==> src/rtl/uart_tx_arbiter_if.sv <==
// Bundle between a set of byte producers, the round-robin arbiter and one UART transmitter.
// The arbiter takes the slave modport; the producer/transmitter side takes the master modport.
interface uart_tx_arbiter_if #(
    parameter int unsigned NumReq = 4,
    parameter int unsigned IdxW   = $clog2(NumReq)
);
    logic [NumReq-1:0]   req;
    logic [8*NumReq-1:0] req_data;
    logic [NumReq-1:0]   req_par_en;
    logic [NumReq-1:0]   req_par_typ;
    logic                tx_busy;
    logic [NumReq-1:0]   ack;
    logic                tx_dv;
    logic [7:0]          tx_data;
    logic                tx_par_en;
    logic                tx_par_typ;
    logic [IdxW-1:0]     owner;
    logic                active;
    logic                err_timeout;

    modport slave (
        input  req, req_data, req_par_en, req_par_typ, tx_busy,
        output ack, tx_dv, tx_data, tx_par_en, tx_par_typ, owner, active, err_timeout
    );

    modport master (
        output req, req_data, req_par_en, req_par_typ, tx_busy,
        input  ack, tx_dv, tx_data, tx_par_en, tx_par_typ, owner, active, err_timeout
    );
endinterface

==> src/rtl/uart_tx_arbiter.sv <==
// Round-robin arbiter sharing one UART transmitter among NumReq byte producers.
// Launches one frame at a time and abandons a launch if busy never rises.
module uart_tx_arbiter #(
    parameter int unsigned NumReq  = 4,
    parameter int unsigned IdxW    = $clog2(NumReq),
    parameter int unsigned Timeout = 4
) (
    input  logic             clk_i,
    input  logic             rst_ni,
    uart_tx_arbiter_if.slave bus
);
    localparam int unsigned CntW = $clog2(Timeout);

    localparam logic [1:0] StIdle     = 2'd0;
    localparam logic [1:0] StWaitBusy = 2'd1;
    localparam logic [1:0] StWaitDone = 2'd2;

    logic [1:0]        state_q, state_d;
    logic [IdxW-1:0]   ptr_q, ptr_d;
    logic [IdxW-1:0]   owner_q, owner_d;
    logic [CntW-1:0]   cnt_q, cnt_d;
    logic [NumReq-1:0] ack_q, ack_d;
    logic              tx_dv_q, tx_dv_d;
    logic [7:0]        tx_data_q, tx_data_d;
    logic              tx_par_en_q, tx_par_en_d;
    logic              tx_par_typ_q, tx_par_typ_d;
    logic              active_q, active_d;
    logic              err_q, err_d;

    logic              grant_found;
    logic [IdxW-1:0]   winner;
    logic [IdxW-1:0]   cand;
    logic [7:0]        win_data;
    logic              win_par_en;
    logic              win_par_typ;

    // First pending requester scanning upward from ptr+1 with wrap.
    always_comb begin
        grant_found = 1'b0;
        winner      = ptr_q;
        cand        = '0;
        for (int unsigned k = 1; k <= NumReq; k++) begin
            cand = IdxW'((32'(ptr_q) + k) % NumReq);
            if (!grant_found && bus.req[cand]) begin
                grant_found = 1'b1;
                winner      = cand;
            end
        end
    end

    always_comb begin
        win_data    = '0;
        win_par_en  = 1'b0;
        win_par_typ = 1'b0;
        for (int unsigned i = 0; i < NumReq; i++) begin
            if (winner == IdxW'(i)) begin
                win_data    = bus.req_data[8*i +: 8];
                win_par_en  = bus.req_par_en[i];
                win_par_typ = bus.req_par_typ[i];
            end
        end
    end

    always_comb begin
        state_d      = state_q;
        ptr_d        = ptr_q;
        owner_d      = owner_q;
        cnt_d        = cnt_q;
        ack_d        = '0;
        tx_dv_d      = 1'b0;
        tx_data_d    = tx_data_q;
        tx_par_en_d  = tx_par_en_q;
        tx_par_typ_d = tx_par_typ_q;
        active_d     = active_q;
        err_d        = 1'b0;
        case (state_q)
            StIdle: begin
                if (grant_found && !bus.tx_busy) begin
                    ack_d[winner] = 1'b1;
                    tx_dv_d       = 1'b1;
                    active_d      = 1'b1;
                    tx_data_d     = win_data;
                    tx_par_en_d   = win_par_en;
                    tx_par_typ_d  = win_par_typ;
                    owner_d       = winner;
                    ptr_d         = winner;
                    cnt_d         = '0;
                    state_d       = StWaitBusy;
                end
            end
            StWaitBusy: begin
                if (bus.tx_busy) begin
                    state_d = StWaitDone;
                end else if (!tx_dv_q) begin
                    // The launch cycle itself is not a wait cycle: the transmitter has not
                    // sampled Data_Valid yet.
                    if (cnt_q == CntW'(Timeout - 1)) begin
                        err_d    = 1'b1;
                        active_d = 1'b0;
                        state_d  = StIdle;
                    end else begin
                        cnt_d = cnt_q + 1'b1;
                    end
                end
            end
            StWaitDone: begin
                if (!bus.tx_busy) begin
                    active_d = 1'b0;
                    state_d  = StIdle;
                end
            end
            default: state_d = StIdle;
        endcase
    end

    always_ff @(posedge clk_i) begin
        if (!rst_ni) begin
            state_q      <= StIdle;
            ptr_q        <= IdxW'(NumReq - 1);
            owner_q      <= IdxW'(NumReq - 1);
            cnt_q        <= '0;
            ack_q        <= '0;
            tx_dv_q      <= 1'b0;
            tx_data_q    <= 8'h00;
            tx_par_en_q  <= 1'b0;
            tx_par_typ_q <= 1'b0;
            active_q     <= 1'b0;
            err_q        <= 1'b0;
        end else begin
            state_q      <= state_d;
            ptr_q        <= ptr_d;
            owner_q      <= owner_d;
            cnt_q        <= cnt_d;
            ack_q        <= ack_d;
            tx_dv_q      <= tx_dv_d;
            tx_data_q    <= tx_data_d;
            tx_par_en_q  <= tx_par_en_d;
            tx_par_typ_q <= tx_par_typ_d;
            active_q     <= active_d;
            err_q        <= err_d;
        end
    end

    assign bus.ack         = ack_q;
    assign bus.tx_dv       = tx_dv_q;
    assign bus.tx_data     = tx_data_q;
    assign bus.tx_par_en   = tx_par_en_q;
    assign bus.tx_par_typ  = tx_par_typ_q;
    assign bus.owner       = owner_q;
    assign bus.active      = active_q;
    assign bus.err_timeout = err_q;
endmodule

==> src/flat_wrapper.sv <==
// flat-port wrapper written by rule: the top's interface ports become plain ports
module uart_tx_arbiter_flat 
#(
    parameter int unsigned NumReq  = 4,
    parameter int unsigned IdxW    = $clog2(NumReq),
    parameter int unsigned Timeout = 4
)
  (clk_i, rst_ni, bus_req, bus_req_data, bus_req_par_en, bus_req_par_typ, bus_tx_busy, bus_ack, bus_tx_dv, bus_tx_data, bus_tx_par_en, bus_tx_par_typ, bus_owner, bus_active, bus_err_timeout);
  uart_tx_arbiter_if #(.NumReq(NumReq), .IdxW(IdxW)) bus_i ();
  input  logic clk_i;
  input  logic rst_ni;
  input wire logic [$bits(bus_i.req)-1:0] bus_req;
  input wire logic [$bits(bus_i.req_data)-1:0] bus_req_data;
  input wire logic [$bits(bus_i.req_par_en)-1:0] bus_req_par_en;
  input wire logic [$bits(bus_i.req_par_typ)-1:0] bus_req_par_typ;
  input wire logic [$bits(bus_i.tx_busy)-1:0] bus_tx_busy;
  output wire logic [$bits(bus_i.ack)-1:0] bus_ack;
  output wire logic [$bits(bus_i.tx_dv)-1:0] bus_tx_dv;
  output wire logic [$bits(bus_i.tx_data)-1:0] bus_tx_data;
  output wire logic [$bits(bus_i.tx_par_en)-1:0] bus_tx_par_en;
  output wire logic [$bits(bus_i.tx_par_typ)-1:0] bus_tx_par_typ;
  output wire logic [$bits(bus_i.owner)-1:0] bus_owner;
  output wire logic [$bits(bus_i.active)-1:0] bus_active;
  output wire logic [$bits(bus_i.err_timeout)-1:0] bus_err_timeout;
  assign bus_i.req = bus_req;
  assign bus_i.req_data = bus_req_data;
  assign bus_i.req_par_en = bus_req_par_en;
  assign bus_i.req_par_typ = bus_req_par_typ;
  assign bus_i.tx_busy = bus_tx_busy;
  assign bus_ack = bus_i.ack;
  assign bus_tx_dv = bus_i.tx_dv;
  assign bus_tx_data = bus_i.tx_data;
  assign bus_tx_par_en = bus_i.tx_par_en;
  assign bus_tx_par_typ = bus_i.tx_par_typ;
  assign bus_owner = bus_i.owner;
  assign bus_active = bus_i.active;
  assign bus_err_timeout = bus_i.err_timeout;
  uart_tx_arbiter #(.NumReq(NumReq), .IdxW(IdxW), .Timeout(Timeout)) u_core (.clk_i(clk_i), .rst_ni(rst_ni), .bus(bus_i));
endmodule
==> config.mk <==
export PLATFORM = sky130hd
export DESIGN_NAME = uart_tx_arbiter_flat
export DESIGN_NICKNAME = d
export VERILOG_FILES = /design/src/rtl/uart_tx_arbiter_if.sv /design/src/rtl/uart_tx_arbiter.sv /design/src/flat_wrapper.sv
export SDC_FILE = /design/constraint.sdc
export NUM_CORES = 1
export LEC_CHECK = 0
export BUFFER_PORTS_ARGS = -buffer_cell sky130_fd_sc_hd__buf_2
export CAP_MARGIN = 20
export CORE_MARGIN = 2
export CORE_UTILIZATION = 46
export DETAILED_ROUTE_END_ITERATION = 7
export HOLD_SLACK_MARGIN = 0.03
export PLACE_DENSITY = 0.78
export SLEW_MARGIN = 25
export SYNTH_ARGS = -nofsm -noshare
export SYNTH_HDL_FRONTEND = slang
export SYNTH_SLANG_ARGS = --single-unit
==> constraint.sdc <==
create_clock -name clk_i -period 1.94 [get_ports clk_i]
set_input_delay 0.097 -clock clk_i [delete_from_list [all_inputs] [get_ports clk_i]]
set_output_delay 0.097 -clock clk_i [all_outputs]
set_load 0.05 [all_outputs]
==> flow_metrics.tcl <==
set metrics [dict create \
    ios 66 \
    ys_warn_count 0 \
    fin_area_um2 1740 \
    drtIter0Drc 58 \
    post_cts_buffers 0 \
    wire_per_inst_um 12.8 \
    hold_violations 0 \
    synth-seq-area-share_pct 33.3 \
    post-place-ws_ns 0.167 \
    netlist.area_leader.share_pct 33.3 \
    layout-drive-gt1-share_pct 38.7 \
    cts_sinks 23 \
    drt-vias-per-instance 5.43 \
    critical-path-top-delay-family "simple AND/OR/NAND/NOR gates" \
    final_util_pct 62.2 \
    cts_htree_levels 1 \
    fin_ws_ns 0.151 \
    first_pass_iters 6 \
    path_buf_inv 1 \
    postPlaceCellArea_um2 1720 \
    start_util_pct 49.3 \
    dieHeight_um 58.8 \
    worstSetupStartpointType "register" \
    drv_slew 0 \
    grt_setup_unrepaired "no" \
    gr-usage-all-layers_pct 19.8 \
    hold_class "primary input to register" \
    core.rowCount 19 \
    area_growth_pct 26.2 \
    worstPathArrival_ns 1.98 \
    remaining_drc_errors 2 \
    skew_ns 0.00917 \
    ir_drop_uv 398 \
    num_vias 1375 \
    crit_chain "inv_1, ha_1, nor3b_2, nand3b_2, a211oi_1, a211oi_2" \
    grt_start_max_net_pins 15 \
    grt.overflow.total 0 \
    final.setup.tns_ns 0 \
    placed_cells 249 \
    whs_ns 0.0664 \
    synthTopCellsByArea "dfxtp_1 33%, a211oi_1 9.2%, mux2i_1 8.7%" \
    period_minus_slack_ns 1.79 \
    cellPowerDensity_nw_per_um2 911 \
    drt_wl_total_um 3250 \
    synth_top_area_cell "dfxtp_1" \
    clk_path_buf_depth 2 \
    cp-end-kind "register" \
    max_freq_ghz 0.559 \
    finalNetCount 275 \
    status "finished, violations left" \
    antenna_cells 0 \
    maxCapViolCount 0 \
    setup_viol 0 \
    grt_pass1_vias 1253 \
    cts_resized 0 \
    insertion_delay_ns 0.31 \
    grt_pass1_wl_um 5330 \
    antenna_found_initial 0 \
    hpwl_um 2540 \
    violations "design-rule violations" \
    synth_area_um2 1380 \
    ys_ff_latch 23 \
    slew_headroom_pct 62.7 \
    dieArea_um2 3460 \
    place.gp.congestion 0.756 \
    power.leakage_nw 0.849 \
    root_buffer "clkbuf_4" \
    clkTransAtPathRegs_ns 0.13 \
    fillCellCount 265 \
    synth_cell_types 38 \
    worst-path-max-fanout 10 \
    finalNonFillerCells 253 \
    critPathRequiredTime_ns 2.13 \
    syn_inst 157 \
    antenna_left 0 \
    syn-num-nets 209 \
    cts_made_buffers 3 \
    p_total_mw 1.59 \
    io_buffers 65 \
    ctsHoldBuffers 0 \
    crit_type "register to register" \
    timing.final.crit_share_pct 92.2 \
    critPathSlowestCell "dfxtp_1" \
    syn_avg_cell_area_um2 8.81 \
    max_stage_delay_ns 0.36 \
    cts_tree "done" \
    core_area_um2 2810 \
    fp.dieW_um 58.8 \
    worstMarginPinSlew_ns 0.555 \
]
metal layers:
metal	GRT usage, %	wire (um)	vias up
li1	-	-	709
met1	25.0	1440	607
met2	34.1	1540	53
met3	3.74	220	6
met4	5.52	41	0
met5	0	0	-
worst min-delay path: stages:
cell      delay (ns)
buf_2           0.07
mux2i_1         0.05
o221ai_1        0.13
cells in the final DEF, fill, tap and decap left out, types with 2 or more instances in the layout:
| cell | count |
|---|---|
| clkbuf_4 | 3 |
| o211ai_1 | 2 |
| o21ai_0 | 11 |
| o21ai_1 | 3 |
| nor2_1 | 12 |
| a31oi_1 | 9 |
| a311oi_1 | 2 |
| nand3b_2 | 2 |
| buf_4 | 5 |
| dfxtp_1 | 23 |
| o21ai_2 | 2 |
| inv_1 | 14 |
| buf_2 | 65 |
| mux2i_1 | 12 |
| ha_1 | 5 |
| nor3_1 | 2 |
| nand2b_1 | 3 |
| nand3_1 | 2 |
| a211oi_1 | 17 |
| nand2_1 | 5 |
| a211oi_2 | 2 |
| a21oi_1 | 4 |
| nor2b_1 | 2 |
report_power, final:
part / switching [mW] / internal (mW) / total, mW
Sequential: 0.0449 / 0.545 / 0.590
Clock: 0.147 / 0.0770 / 0.224
Combinational: 0.514 / 0.262 / 0.776
Total: 0.706 / 0.883 / 1.59
sequential cells by signal (all words and copies together), names as in the netlist, 2 cells and up:
signal and cells:
u_core.bus.tx_data 8, u_core.bus.ack 4, u_core.cnt_q 2, u_core.ptr_q 2
u_core.state_q 2
final timing paths:
kind                                         from                     to  slack [ns]  depth (start not counted)
worst max-delay path            u_core.state_q[0]   u_core.bus.tx_par_en        0.15                          6
worst min register to register    u_core.cnt_q[1]        u_core.cnt_q[1]        0.49                          2
worst max register to register  u_core.state_q[0]   u_core.bus.tx_par_en        0.15                          6
worst min-delay path              bus_req_data[5]  u_core.bus.tx_data[5]        0.07                          3
area by class of cell:
type                       instances  area [um2]  share of cell area (%)
multi-input combinational        111         802                    46.0
sequential                        23         460                    26.4
timing repair buffer              70         363                    20.8
inverter                          14        52.6                    3.01
tap                               31        38.8                    2.22
clock buffer                       3        22.5                    1.29
clock inverter                     1        5.00                   0.287
cell families after synthesis:
| kind of cell | synth area share (%) |
|---|---|
| buffers and inverters | 8.69 |
| AOI/OAI and AO/OA | 27.1 |
| DFF | 33.3 |
| adders and majority gates | 4.52 |
| muxes | 8.69 |
| and+or+nand+nor | 17.6 |
synthesized netlist by cell type, drive strengths merged:
cell type / instances
dfxtp: 23
a211oi: 19
o21ai: 16
inv: 14
nor2: 13
mux2i: 12
a31oi: 9
buf: 5
ha: 5
nand2: 5
a21oi: 4
clkbuf: 4
nor2b: 4
nand2b: 3
nand3: 3
nand3b: 3
a311oi: 2
nor3: 2
o211ai: 2
a32oi: 1
and2: 1
and3: 1
and3b: 1
nor3b: 1
nor4: 1
o221ai: 1
o31a: 1
or3: 1
(Power assumes the default switching activity.)
